[src/rtl/axi_csr_burst_sub_if.sv]
// rtl/axi_csr_burst_sub_if.sv - AXI burst subordinate bus bundle (AW/W/B/AR/R channels)
interface axi_csr_burst_sub_if #(
  parameter int DATA_WIDTH = 32,
  parameter int ADDR_WIDTH = 8
);
  logic [ADDR_WIDTH-1:0]   s_axi_awaddr;
  logic [7:0]              s_axi_awlen;
  logic                    s_axi_awvalid;
  logic                    s_axi_awready;
  logic [DATA_WIDTH-1:0]   s_axi_wdata;
  logic [DATA_WIDTH/8-1:0] s_axi_wstrb;
  logic                    s_axi_wlast;
  logic                    s_axi_wvalid;
  logic                    s_axi_wready;
  logic [1:0]              s_axi_bresp;
  logic                    s_axi_bvalid;
  logic                    s_axi_bready;
  logic [ADDR_WIDTH-1:0]   s_axi_araddr;
  logic [7:0]              s_axi_arlen;
  logic                    s_axi_arvalid;
  logic                    s_axi_arready;
  logic [DATA_WIDTH-1:0]   s_axi_rdata;
  logic [1:0]              s_axi_rresp;
  logic                    s_axi_rlast;
  logic                    s_axi_rvalid;
  logic                    s_axi_rready;

  modport slave (
    input  s_axi_awaddr, s_axi_awlen, s_axi_awvalid,
    output s_axi_awready,
    input  s_axi_wdata, s_axi_wstrb, s_axi_wlast, s_axi_wvalid,
    output s_axi_wready,
    output s_axi_bresp, s_axi_bvalid,
    input  s_axi_bready,
    input  s_axi_araddr, s_axi_arlen, s_axi_arvalid,
    output s_axi_arready,
    output s_axi_rdata, s_axi_rresp, s_axi_rlast, s_axi_rvalid,
    input  s_axi_rready
  );

  modport master (
    output s_axi_awaddr, s_axi_awlen, s_axi_awvalid,
    input  s_axi_awready,
    output s_axi_wdata, s_axi_wstrb, s_axi_wlast, s_axi_wvalid,
    input  s_axi_wready,
    input  s_axi_bresp, s_axi_bvalid,
    output s_axi_bready,
    output s_axi_araddr, s_axi_arlen, s_axi_arvalid,
    input  s_axi_arready,
    input  s_axi_rdata, s_axi_rresp, s_axi_rlast, s_axi_rvalid,
    output s_axi_rready
  );
endinterface

[src/rtl/axi_csr_burst_sub.sv]
// rtl/axi_csr_burst_sub.sv - AXI INCR-burst subordinate with integrated CSR bank
// Optional: define AXI_SUB_DECERR_EN to answer out-of-range beats with DECERR instead of OKAY.
module axi_csr_burst_sub #(
  parameter int                    DATA_WIDTH = 32,
  parameter int                    ADDR_WIDTH = 8,
  parameter int                    NUM_REGS   = 16,
  parameter logic [DATA_WIDTH-1:0] RESET_VAL  = '0
) (
  input  logic                           s_axi_clk,
  input  logic                           s_axi_reset,
  axi_csr_burst_sub_if.slave             bus,
  output logic [NUM_REGS*DATA_WIDTH-1:0] reg_out,
  output logic [NUM_REGS-1:0]            reg_wr_pulse
);
  localparam int BYTES = DATA_WIDTH / 8;
  localparam int SHIFT = $clog2(BYTES);
  localparam logic [ADDR_WIDTH-1:0] ADDR_STEP = ADDR_WIDTH'(BYTES);
  localparam logic [1:0] RESP_OKAY   = 2'b00;
  localparam logic [1:0] RESP_SLVERR = 2'b10;
`ifdef AXI_SUB_DECERR_EN
  localparam logic [1:0] RESP_OOR    = 2'b11;
`else
  localparam logic [1:0] RESP_OOR    = RESP_OKAY;
`endif

  typedef enum logic [1:0] {W_IDLE, W_DATA, W_RESP} w_state_t;
  typedef enum logic       {R_IDLE, R_DATA} r_state_t;

  logic [DATA_WIDTH-1:0] regs [NUM_REGS];
  logic                  rst_done;

  w_state_t              w_state, w_next;
  logic [ADDR_WIDTH-1:0] w_addr;
  logic [7:0]            w_len, w_count;
  logic [1:0]            b_resp;
  logic                  aw_ready, w_ready, b_valid;
  logic                  w_count_hit, w_last_beat;
  logic [1:0]            w_beat_resp;

  r_state_t              r_state, r_next;
  logic [ADDR_WIDTH-1:0] r_addr, r_addr_next;
  logic [7:0]            r_len, r_count;
  logic [DATA_WIDTH-1:0] r_data;
  logic [1:0]            r_resp;
  logic                  r_last, ar_ready, r_valid;

  function automatic int reg_index(input logic [ADDR_WIDTH-1:0] a);
    return int'(a >> SHIFT);
  endfunction

  function automatic logic in_range(input logic [ADDR_WIDTH-1:0] a);
    return reg_index(a) < NUM_REGS;
  endfunction

  function automatic logic [DATA_WIDTH-1:0] read_word(input logic [ADDR_WIDTH-1:0] a);
    logic [DATA_WIDTH-1:0] v;
    v = '0;
    for (int i = 0; i < NUM_REGS; i++)
      if (reg_index(a) == i) v = regs[i];
    return v;
  endfunction

  function automatic logic [1:0] worst(input logic [1:0] a, input logic [1:0] b);
    return (a > b) ? a : b;
  endfunction

  // Burst ends on wlast or the awlen+1'th beat; disagreement between the two is a length error.
  always_comb begin
    w_count_hit = (w_count == w_len);
    w_last_beat = bus.s_axi_wlast || w_count_hit;
    w_beat_resp = in_range(w_addr) ? RESP_OKAY : RESP_OOR;
    if (bus.s_axi_wlast != w_count_hit) w_beat_resp = worst(w_beat_resp, RESP_SLVERR);
  end

  always_comb begin
    w_next   = w_state;
    aw_ready = 1'b0;
    w_ready  = 1'b0;
    b_valid  = 1'b0;
    case (w_state)
      W_IDLE: begin
        aw_ready = rst_done;
        if (rst_done && bus.s_axi_awvalid) w_next = W_DATA;
      end
      W_DATA: begin
        w_ready = 1'b1;
        if (bus.s_axi_wvalid && w_last_beat) w_next = W_RESP;
      end
      W_RESP: begin
        b_valid = 1'b1;
        if (bus.s_axi_bready) w_next = W_IDLE;
      end
      default: w_next = W_IDLE;
    endcase
  end

  always_ff @(posedge s_axi_clk) begin
    if (s_axi_reset) begin
      rst_done     <= 1'b0;
      w_state      <= W_IDLE;
      w_addr       <= '0;
      w_len        <= '0;
      w_count      <= '0;
      b_resp       <= RESP_OKAY;
      reg_wr_pulse <= '0;
      for (int i = 0; i < NUM_REGS; i++) regs[i] <= RESET_VAL;
    end else begin
      rst_done     <= 1'b1;
      w_state      <= w_next;
      reg_wr_pulse <= '0;
      if (aw_ready && bus.s_axi_awvalid) begin
        w_addr  <= bus.s_axi_awaddr;
        w_len   <= bus.s_axi_awlen;
        w_count <= '0;
        b_resp  <= RESP_OKAY;
      end
      if (w_ready && bus.s_axi_wvalid) begin
        w_addr  <= w_addr + ADDR_STEP;
        w_count <= w_count + 8'd1;
        b_resp  <= worst(b_resp, w_beat_resp);
        for (int i = 0; i < NUM_REGS; i++) begin
          if (reg_index(w_addr) == i) begin
            reg_wr_pulse[i] <= 1'b1;
            for (int b = 0; b < BYTES; b++)
              if (bus.s_axi_wstrb[b]) regs[i][b*8 +: 8] <= bus.s_axi_wdata[b*8 +: 8];
          end
        end
      end
    end
  end

  always_comb begin
    r_next      = r_state;
    ar_ready    = 1'b0;
    r_valid     = 1'b0;
    r_addr_next = r_addr + ADDR_STEP;
    case (r_state)
      R_IDLE: begin
        ar_ready = rst_done;
        if (rst_done && bus.s_axi_arvalid) r_next = R_DATA;
      end
      R_DATA: begin
        r_valid = 1'b1;
        if (bus.s_axi_rready && r_last) r_next = R_IDLE;
      end
      default: r_next = R_IDLE;
    endcase
  end

  // Beat data is captured at the preceding handshake edge, so a same-edge write is not yet visible.
  always_ff @(posedge s_axi_clk) begin
    if (s_axi_reset) begin
      r_state <= R_IDLE;
      r_addr  <= '0;
      r_len   <= '0;
      r_count <= '0;
      r_data  <= '0;
      r_resp  <= RESP_OKAY;
      r_last  <= 1'b0;
    end else begin
      r_state <= r_next;
      if (ar_ready && bus.s_axi_arvalid) begin
        r_addr  <= bus.s_axi_araddr;
        r_len   <= bus.s_axi_arlen;
        r_count <= '0;
        r_data  <= read_word(bus.s_axi_araddr);
        r_resp  <= in_range(bus.s_axi_araddr) ? RESP_OKAY : RESP_OOR;
        r_last  <= (bus.s_axi_arlen == 8'd0);
      end else if (r_valid && bus.s_axi_rready && !r_last) begin
        r_addr  <= r_addr_next;
        r_count <= r_count + 8'd1;
        r_data  <= read_word(r_addr_next);
        r_resp  <= in_range(r_addr_next) ? RESP_OKAY : RESP_OOR;
        r_last  <= ((r_count + 8'd1) == r_len);
      end
    end
  end

  assign bus.s_axi_awready = aw_ready;
  assign bus.s_axi_wready  = w_ready;
  assign bus.s_axi_bvalid  = b_valid;
  assign bus.s_axi_bresp   = b_resp;
  assign bus.s_axi_arready = ar_ready;
  assign bus.s_axi_rvalid  = r_valid;
  assign bus.s_axi_rdata   = r_data;
  assign bus.s_axi_rresp   = r_resp;
  assign bus.s_axi_rlast   = r_last;

  for (genvar g = 0; g < NUM_REGS; g++) begin : g_flat
    assign reg_out[g*DATA_WIDTH +: DATA_WIDTH] = regs[g];
  end
endmodule

[src/flat_wrapper.sv]
// flat-port wrapper written by rule: the top's interface ports become plain ports
module axi_csr_burst_sub_flat 
#(
  parameter int                    DATA_WIDTH = 32,
  parameter int                    ADDR_WIDTH = 8,
  parameter int                    NUM_REGS   = 16,
  parameter logic [DATA_WIDTH-1:0] RESET_VAL  = '0
)
  (s_axi_clk, s_axi_reset, reg_out, reg_wr_pulse, bus_s_axi_awaddr, bus_s_axi_awlen, bus_s_axi_awvalid, bus_s_axi_awready, bus_s_axi_wdata, bus_s_axi_wstrb, bus_s_axi_wlast, bus_s_axi_wvalid, bus_s_axi_wready, bus_s_axi_bresp, bus_s_axi_bvalid, bus_s_axi_bready, bus_s_axi_araddr, bus_s_axi_arlen, bus_s_axi_arvalid, bus_s_axi_arready, bus_s_axi_rdata, bus_s_axi_rresp, bus_s_axi_rlast, bus_s_axi_rvalid, bus_s_axi_rready);
  axi_csr_burst_sub_if #(.DATA_WIDTH(DATA_WIDTH), .ADDR_WIDTH(ADDR_WIDTH)) bus_i ();
  input  logic s_axi_clk;
  input  logic s_axi_reset;
  output logic [NUM_REGS*DATA_WIDTH-1:0] reg_out;
  output logic [NUM_REGS-1:0] reg_wr_pulse;
  input wire logic [$bits(bus_i.s_axi_awaddr)-1:0] bus_s_axi_awaddr;
  input wire logic [$bits(bus_i.s_axi_awlen)-1:0] bus_s_axi_awlen;
  input wire logic [$bits(bus_i.s_axi_awvalid)-1:0] bus_s_axi_awvalid;
  output wire logic [$bits(bus_i.s_axi_awready)-1:0] bus_s_axi_awready;
  input wire logic [$bits(bus_i.s_axi_wdata)-1:0] bus_s_axi_wdata;
  input wire logic [$bits(bus_i.s_axi_wstrb)-1:0] bus_s_axi_wstrb;
  input wire logic [$bits(bus_i.s_axi_wlast)-1:0] bus_s_axi_wlast;
  input wire logic [$bits(bus_i.s_axi_wvalid)-1:0] bus_s_axi_wvalid;
  output wire logic [$bits(bus_i.s_axi_wready)-1:0] bus_s_axi_wready;
  output wire logic [$bits(bus_i.s_axi_bresp)-1:0] bus_s_axi_bresp;
  output wire logic [$bits(bus_i.s_axi_bvalid)-1:0] bus_s_axi_bvalid;
  input wire logic [$bits(bus_i.s_axi_bready)-1:0] bus_s_axi_bready;
  input wire logic [$bits(bus_i.s_axi_araddr)-1:0] bus_s_axi_araddr;
  input wire logic [$bits(bus_i.s_axi_arlen)-1:0] bus_s_axi_arlen;
  input wire logic [$bits(bus_i.s_axi_arvalid)-1:0] bus_s_axi_arvalid;
  output wire logic [$bits(bus_i.s_axi_arready)-1:0] bus_s_axi_arready;
  output wire logic [$bits(bus_i.s_axi_rdata)-1:0] bus_s_axi_rdata;
  output wire logic [$bits(bus_i.s_axi_rresp)-1:0] bus_s_axi_rresp;
  output wire logic [$bits(bus_i.s_axi_rlast)-1:0] bus_s_axi_rlast;
  output wire logic [$bits(bus_i.s_axi_rvalid)-1:0] bus_s_axi_rvalid;
  input wire logic [$bits(bus_i.s_axi_rready)-1:0] bus_s_axi_rready;
  assign bus_i.s_axi_awaddr = bus_s_axi_awaddr;
  assign bus_i.s_axi_awlen = bus_s_axi_awlen;
  assign bus_i.s_axi_awvalid = bus_s_axi_awvalid;
  assign bus_s_axi_awready = bus_i.s_axi_awready;
  assign bus_i.s_axi_wdata = bus_s_axi_wdata;
  assign bus_i.s_axi_wstrb = bus_s_axi_wstrb;
  assign bus_i.s_axi_wlast = bus_s_axi_wlast;
  assign bus_i.s_axi_wvalid = bus_s_axi_wvalid;
  assign bus_s_axi_wready = bus_i.s_axi_wready;
  assign bus_s_axi_bresp = bus_i.s_axi_bresp;
  assign bus_s_axi_bvalid = bus_i.s_axi_bvalid;
  assign bus_i.s_axi_bready = bus_s_axi_bready;
  assign bus_i.s_axi_araddr = bus_s_axi_araddr;
  assign bus_i.s_axi_arlen = bus_s_axi_arlen;
  assign bus_i.s_axi_arvalid = bus_s_axi_arvalid;
  assign bus_s_axi_arready = bus_i.s_axi_arready;
  assign bus_s_axi_rdata = bus_i.s_axi_rdata;
  assign bus_s_axi_rresp = bus_i.s_axi_rresp;
  assign bus_s_axi_rlast = bus_i.s_axi_rlast;
  assign bus_s_axi_rvalid = bus_i.s_axi_rvalid;
  assign bus_i.s_axi_rready = bus_s_axi_rready;
  axi_csr_burst_sub #(.DATA_WIDTH(DATA_WIDTH), .ADDR_WIDTH(ADDR_WIDTH), .NUM_REGS(NUM_REGS), .RESET_VAL(RESET_VAL)) u_core (.s_axi_clk(s_axi_clk), .s_axi_reset(s_axi_reset), .bus(bus_i), .reg_out(reg_out), .reg_wr_pulse(reg_wr_pulse));
endmodule
[config.mk]
export PLATFORM = sky130hd
export DESIGN_NAME = axi_csr_burst_sub_flat
export DESIGN_NICKNAME = d
export VERILOG_FILES = /design/src/rtl/axi_csr_burst_sub_if.sv /design/src/rtl/axi_csr_burst_sub.sv /design/src/flat_wrapper.sv
export SDC_FILE = /design/constraint.sdc
export NUM_CORES = 1
export LEC_CHECK = 0
export ABC_AREA = 1
export BUFFER_PORTS_ARGS = -buffer_cell sky130_fd_sc_hd__buf_4
export CAP_MARGIN = 20
export CORE_UTILIZATION = 45
export CTS_CLUSTER_SIZE = 12
export DETAILED_ROUTE_END_ITERATION = 16
export HOLD_SLACK_MARGIN = 0.03
export PLACE_DENSITY_LB_ADDON = 0.15
export SKIP_LAST_GASP = 1
export SYNTH_ARGS = -nofsm -noshare
export SYNTH_HDL_FRONTEND = slang
export SYNTH_SLANG_ARGS = --single-unit
[constraint.sdc]
create_clock -name s_axi_clk -period 3.4 [get_ports s_axi_clk]
set_input_delay 0.34 -clock s_axi_clk [delete_from_list [all_inputs] [get_ports s_axi_clk]]
set_output_delay 0.34 -clock s_axi_clk [all_outputs]
set_load 0.01 [all_outputs]
==> Yosys cells after proc, flatten, opt, wreduce, memory -nomap -nowiden <==
Memory sizes are Yosys's and may differ from the RTL's.
Index checks and enable logic that the tools add are counted.
{ "op_classes": {"add_sub_neg": 4, "bitwise": 66, "eq_ne": 54, "n_reduce_logical": 22, "n_mux": 401, "order_cmp": 1} }
{ "ops": {"columns": ["operator", "n"], "rows": [
  ["32-bit 2-to-1 mux", 34],
  ["8-bit 2-to-1 mux", 70],
  ["1-bit 2-to-1 mux", 288],
  ["6-bit by 5-bit equality test with 1-bit output (second input constant)", 24],
  ["32-bit logical NOT", 3],
  ["6-bit by 4-bit equality test with 1-bit output (second input constant)", 12],
  ["1-bit OR", 64],
  ["6-bit by 3-bit equality test with 1-bit output (second input constant)", 6],
  ["6-bit by 2-bit equality test with 1-bit output (second input constant)", 3],
  ["8-bit by 1-bit adder with 8-bit output (second input constant)", 2],
  ["8-bit by 3-bit adder with 8-bit output (second input constant)", 2],
  ["8-bit equality test", 2],
  ["2-bit 2-to-1 mux", 7],
  ["1-bit logical AND", 9],
  ["8-bit logical NOT", 1],
  ["2-bit one-hot mux with 3 select lines", 1],
  ["2-bit by 1-bit != test with 1-bit output (second input constant)", 2],
  ["2-bit != test (second input constant)", 2],
  ["2-bit nonzero test", 2],
  ["2-bit OR reduction", 2],
  ["3-bit AND reduction", 1],
  ["2-bit by 1-bit equality test with 1-bit output (second input constant)", 1],
  ["2-bit equality test (second input constant)", 1],
  ["2-bit greater-than comparator", 1],
  ["7 further kinds", 8]
]} }
{ "word_totals": {"wordCells": 562, "output_inout_bits": 570, "ff_bits": 103, "mem_bits_rw": 512, "n_memories": 1, "inputBits": 76} }
{ "memory_table": {"columns": ["memory", "words", "width", "read_ports", "rd_clocked_by_memory_dff", "write_ports", "line_no", "source"], "rows": [
  ["u_core.regs", 16, 32, 16, 0, 16, "axi_csr_burst_sub.sv:29", "logic [DATA_WIDTH-1:0] regs [NUM_REGS];"]
]} }

==> Depth between registers and ports, before layout <==
{ "logic_depth": {"depth_word": 20, "depth_mapped": 26, "depth_no_buf": 26} }

==> Least setup slack after synthesis <==
OpenSTA, ideal clock, no wires.
{ "synth_path": {"kind": "reg2reg", "startpoint": "reg u_core.r_addr[3]", "endpoint": "reg u_core.r_data[9], in the netlist u_core.bus.s_axi_rdata[9]", "stages_incl_launch_ff": 19, "setup_ps": 119, "slack_ps": 810, "n_path_buf": 2, "t_arrival_ps": 2471, "t_required_ps": 3281, "period_less_slack_ps": 2590, "path_cell_list": "dfxtp_1 ha_1 nand3_1 xor2_1 nor2_2 nand2_1 nor2_2 inv_2 clkbuf_1 buf_2 or2_2 nand2_1 nand2_1 nand2_1 nand4_1 nand2_1 nand2_1 nand2_1 a21oi_1"} }
{ "synth_via": {"elab_chain_cells": 20, "elab_cells_between_ends": 35, "classes_between": "1 x add/sub; 15 x eq/ne; 18 x mux; 1 x reduce/logical"} }
{ "synth_rtl": {"columns": ["item", "line_no", "source"], "rows": [
  ["from (decl)", "axi_csr_burst_sub.sv:41", "logic [ADDR_WIDTH-1:0] r_addr, r_addr_next;"],
  ["from (signal assigned)", "axi_csr_burst_sub.sv:163", "r_addr <= bus.s_axi_araddr;"],
  ["from (signal assigned)", "axi_csr_burst_sub.sv:170", "r_addr <= r_addr_next;"],
  ["8-bit by 3-bit adder with 8-bit output (*)", "axi_csr_burst_sub.sv:136", "r_addr_next = r_addr + ADDR_STEP;"],
  ["32-bit logical NOT", "axi_csr_burst_sub.sv:59", "if (reg_index(a) == i) v = regs[i];"],
  ["32-bit 2-to-1 mux (15 in series)", "axi_csr_burst_sub.sv:59", null],
  ["32-bit 2-to-1 mux (*)", "axi_csr_burst_sub.sv:59", null],
  ["32-bit 2-to-1 mux (*)", "axi_csr_burst_sub.sv:169", "end else if (r_valid && bus.s_axi_rready && !r_last) begin"],
  ["32-bit 2-to-1 mux (*)", "axi_csr_burst_sub.sv:162", "if (ar_ready && bus.s_axi_arvalid) begin"],
  ["to (signal assigned)", "axi_csr_burst_sub.sv:166", "r_data <= read_word(bus.s_axi_araddr);"],
  ["to (signal assigned)", "axi_csr_burst_sub.sv:172", "r_data <= read_word(r_addr_next);"],
  ["to (decl)", "axi_csr_burst_sub.sv:43", "logic [DATA_WIDTH-1:0] r_data;"]
]} }
Mark *: on every way between the ends. The rest lies on a longest branch, timed or not. The select of a mux whose other input is x is not followed.
A chain may end at the register's enable or synchronous reset.

==> Worst setup path in the final report <==
{ "layout_path": {"startpoint": "reg u_core.r_addr[3]", "endpoint": "reg u_core.r_data[22], in the netlist u_core.bus.s_axi_rdata[22]"} }
The elaborated chain is that of the path after synthesis.

==> flow_summary_export.csv <==
group,metric,value,unit
outcome,outcome,"completed",
pwr,peakVddDrop,0.000387,V
clock_network,path_clk_slew,0.06,ns
clock_network,clk_latency,0.62,ns
global_routing,grt_pass1_vias,29055,
cells_and_area,area_delta_synth_final,28.8,%
yosys,ys_top_cells_by_count,"nand2_1, edfxtp_1, nor2_1",
yosys,yosysMostFrequentCell,"nand2_1",
detailed_routing,dr.pass1.iters,7,
yosys,async_flop_share,0,
critical_path,path_max_fanout,17,
yosys,netlist_area,31400,um^2
yosys,ys.flop_type,"edfxtp_1",
cells_and_area,seq_area,17300,um^2
floorplan,num_rows,96,
floorplan,die_h,266,um
detailed_routing,wl_met2,64700,um
cells_and_area,drive_above_1_share,0.209,
global_routing,grt_max_degree,65,
detailed_routing,met1_length,47600,um
yosys,avgSynthCellArea,8.19,um^2
timing,skew,0.0216,ns
timing,maxSlewViolCount,0,
cells_and_area,fin_area,40400,um^2
critical_path,worst_setup_path_end_kind,"flop",
global_routing,antenna_found_initial,3,
clock_network,tritoncts,"yes",
floorplan,core,68800,um^2
hold_path,whs_endpoint,"u_core.r_addr[7]$_SDFFE_PP0P_",
placement,place.gp.congestion,0.963,
clock_network,numCtsBuffers,70,
critical_path,crit_arrival,3.69,ns
pwr,p_leak,17.7,nW
global_routing,grt_pass1_wl,189000,um
clock_network,clockBufferDepth,3,
placement,hpwl,102000,um
floorplan,io_pins,646,
cells_and_area,fillers,6320,
critical_path,cp_data_required_time,3.94,ns
yosys,synth_top_area_frac,0.490,
critical_path,rrSetupSlack,0.25,ns
detailed_routing,drtIter0Drc,2850,
timing,rsz0062_at_grt,"no",
timing,period_share,0.927,
critical_path,reg2reg_from,"u_core.r_addr[3]$_SDFFE_PP0P_",
critical_path,r2r_cells,23,
floorplan,die_area,70800,um^2
cells_and_area,nets,4604,
detailed_routing,top_layer,"met5",
clock_network,htreeDepth,3,
yosys,ys_types,46,
hold_path,hp-class,"input pin to flop",
clock_network,post-cts-setup-buffer-count,0,
detailed_routing,vias,30547,
yosys,ys_ff_latch,610,
critical_path,r2r_end,"u_core.bus.s_axi_rdata[22]$_SDFFE_PP0P_",
clock_network,cts.sinks,610,
yosys,synth-edff-count,512,
floorplan,initial_utilization,0.456,
cells_and_area,final_core_util,0.587,
clock_network,clockRootBuffer,"clkbuf_16",
global_routing,grt_usage,0.368,
detailed_routing,vias_per_cell,5.55,
timing,finalHoldViolations,0,
pwr,powerDensity,483,nW/um^2
yosys,synthTopCellsByArea,"edfxtp_1, nand2_1, dfxtp_1",
detailed_routing,route.met3.wl,13000,um
cells_and_area,multi_input_area,11500,um^2
placement,io_buffer_count,638,
placement,placed_cell_area,37800,um^2
job,max-cap-violations,0,
global_routing,grt.overflow.total,0,
yosys,ys_seq_area_frac,0.552,
hold_path,min_path_cells,3,
yosys,yosysTopAreaCell,"edfxtp_1",
floorplan,dieWidth,266,um
hold_path,min_from,"bus_s_axi_araddr[7]",
critical_path,critical_path_class,"flop to flop",
timing,setup_viol,0,
detailed_routing,ant_nets,0,
timing,fmax,317,MHz
critical_path,start_kind,"flop",
detailed_routing,route.detailed.drc,0,
timing,slew_headroom,0.286,
detailed_routing,wl_per_cell,24.3,um
timing,worstMarginPinSlew,1.07,ns
yosys,yosys_warnings,0,
timing,finalSetupTns,0,ns
detailed_routing,routed_wl,134000,um
yosys,syn_inst,3832,
timing,finalCriticalPeriod,3.15,ns
==> stage by stage <==
step | instances | hold WS [ns] | setup slack [ns] | total power (W)
detailed placement | 5348 | 0.454 | 0.247 | 0.0118
global placement | 5347 | 0.451 | 0.267 | 0.0118
CTS | 5500 | 0.0393 | 0.241 | 0.0195
global route | 5503 | 0.0740 | 0.00635 | 0.0200
floorplan | 3834 | 0.437 | 0.810 | 0.0103
finish | 5507 | 0.0530 | 0.247 | 0.0195
==> registers in the layout, indices dropped and copies added, names as in the netlist <==
register                count
u_core.bus.s_axi_bresp      1
u_core.bus.s_axi_rdata     32
u_core.bus.s_axi_rlast      1
u_core.r_addr               6
u_core.r_count              8
u_core.r_len                8
u_core.r_state              1
u_core.reg_wr_pulse        16
u_core.regs               512
u_core.rst_done             1
u_core.w_addr               6
u_core.w_count              8
u_core.w_len                8
u_core.w_state              2
==> final cells by class <==
cell class / instances / share of cell area
antenna: 4 / 0.000248
clock buffer: 97 / 0.0489
clock inverter: 31 / 0.00854
inverter: 467 / 0.0436
multi-input combinational: 2556 / 0.286
sequential: 610 / 0.429
tap: 931 / 0.0288
timing repair buffer: 811 / 0.155
==> report_power, final <==
group          internal [W]  leakage, nW  switching, W
clock network       0.00461         1.14       0.00315
logic               0.00103         10.6       0.00182
registers           0.00851         5.97      0.000395
total                0.0141         17.7       0.00537
==> critical path, cell delays in order (launching register included) <==
cell and delay [ns]:
dfxtp_1 0.33, ha_1 0.19, nand3_1 0.11, xor2_1 0.18
nor2_2 0.17, buf_6 0.21, nand2_1 0.26, o21ai_0 0.25
nand3_1 0.15, nand2_1 0.09, nand2_1 0.06, nand3_1 0.08
nand2_1 0.08, nand2_1 0.06, nand2_1 0.07, nand3_1 0.11
nand3_1 0.12, nand2_1 0.08, nand2_1 0.06, nand3_1 0.09
nand2_1 0.08, nand2_1 0.06, nand2_1 0.04, a21oi_1 0.11
==> layer usage <==
metal,GRT usage,up-vias
met5,0,-
met4,0.207,4
met3,0.0875,342
met2,0.622,1626
met1,0.429,14614
li1,-,13961
==> cells by family (layout without fill, tap and decap cells) <==
family / Yosys count / after routing / share of synthesized area
buf+inv: 668 / 1406 / 0.0816
compound gates: 570 / 570 / 0.101
simple gates: 1950 / 1950 / 0.255
fa+ha+maj: 12 / 12 / 0.00478
xor+xnor: 18 / 18 / 0.00502
flops: 610 / 610 / 0.552
other cells: 1 / 7 / 0.000119
mux: 3 / 3 / 0.000957
==> what timing repair did <==
item,CTS,global route
endpoints found under the setup margin,0,13
hold buffers,24,0
resized for setup,0,10
endpoints found under the hold margin,23,0
==> layout by cell type, fill, tap and decap left out, types with 6 or more instances in the layout <==
| cell type | synthesis | final |
|---|---|---|
| o211ai_1 | 16 | 16 |
| bufinv_16 | 0 | 7 |
| dlygate4sd3_1 | 0 | 24 |
| a221oi_1 | 6 | 6 |
| ha_1 | 12 | 12 |
| clkbuf_16 | 0 | 73 |
| a22oi_1 | 14 | 14 |
| o21bai_1 | 14 | 14 |
| clkbuf_1 | 168 | 18 |
| a211oi_1 | 7 | 7 |
| xor2_1 | 17 | 17 |
| nand4_1 | 90 | 90 |
| clkinv_1 | 6 | 14 |
| clkbuf_8 | 0 | 6 |
| inv_1 | 448 | 448 |
| inv_2 | 13 | 10 |
| dfxtp_1 | 98 | 98 |
| nand3_1 | 154 | 154 |
| nand2_1 | 1108 | 1108 |
| edfxtp_1 | 512 | 512 |
| nor4_1 | 9 | 9 |
| o21ai_0 | 306 | 306 |
| o21ai_1 | 18 | 18 |
| nor2_1 | 500 | 484 |
| nand3b_1 | 15 | 15 |
| or2_0 | 13 | 13 |
| or2_2 | 27 | 27 |
| o2111ai_1 | 32 | 32 |
| clkinv_2 | 0 | 11 |
| buf_4 | 3 | 769 |
| nor2_2 | 6 | 22 |
| a21oi_1 | 138 | 138 |
| nor3_1 | 14 | 14 |
| buf_12 | 0 | 10 |
| a31oi_1 | 8 | 8 |
==> worst max-delay path by stage <==
stage	start	endpoint	slack [ns]	cells past startpoint
6_report	u_core.r_addr[3]$_SDFFE_PP0P_	u_core.bus.s_axi_rdata[22]$_SDFFE_PP0P_	0.25	23
5_1_grt	u_core.r_addr[2]$_SDFFE_PP0P_	u_core.bus.s_axi_rdata[22]$_SDFFE_PP0P_	0.006	23
4_1_cts	u_core.r_addr[2]$_SDFFE_PP0P_	u_core.bus.s_axi_rdata[14]$_SDFFE_PP0P_	0.24	21
3_5_place_dp	u_core.r_addr[2]$_SDFFE_PP0P_	u_core.bus.s_axi_rdata[14]$_SDFFE_PP0P_	0.25	21
3_3_place_gp	u_core.r_addr[2]$_SDFFE_PP0P_	u_core.bus.s_axi_rdata[14]$_SDFFE_PP0P_	0.27	22
2_1_floorplan	u_core.r_addr[3]$_SDFFE_PP0P_	u_core.bus.s_axi_rdata[9]$_SDFFE_PP0P_	0.81	18
Note: power is estimated with default switching activity, not from simulation.
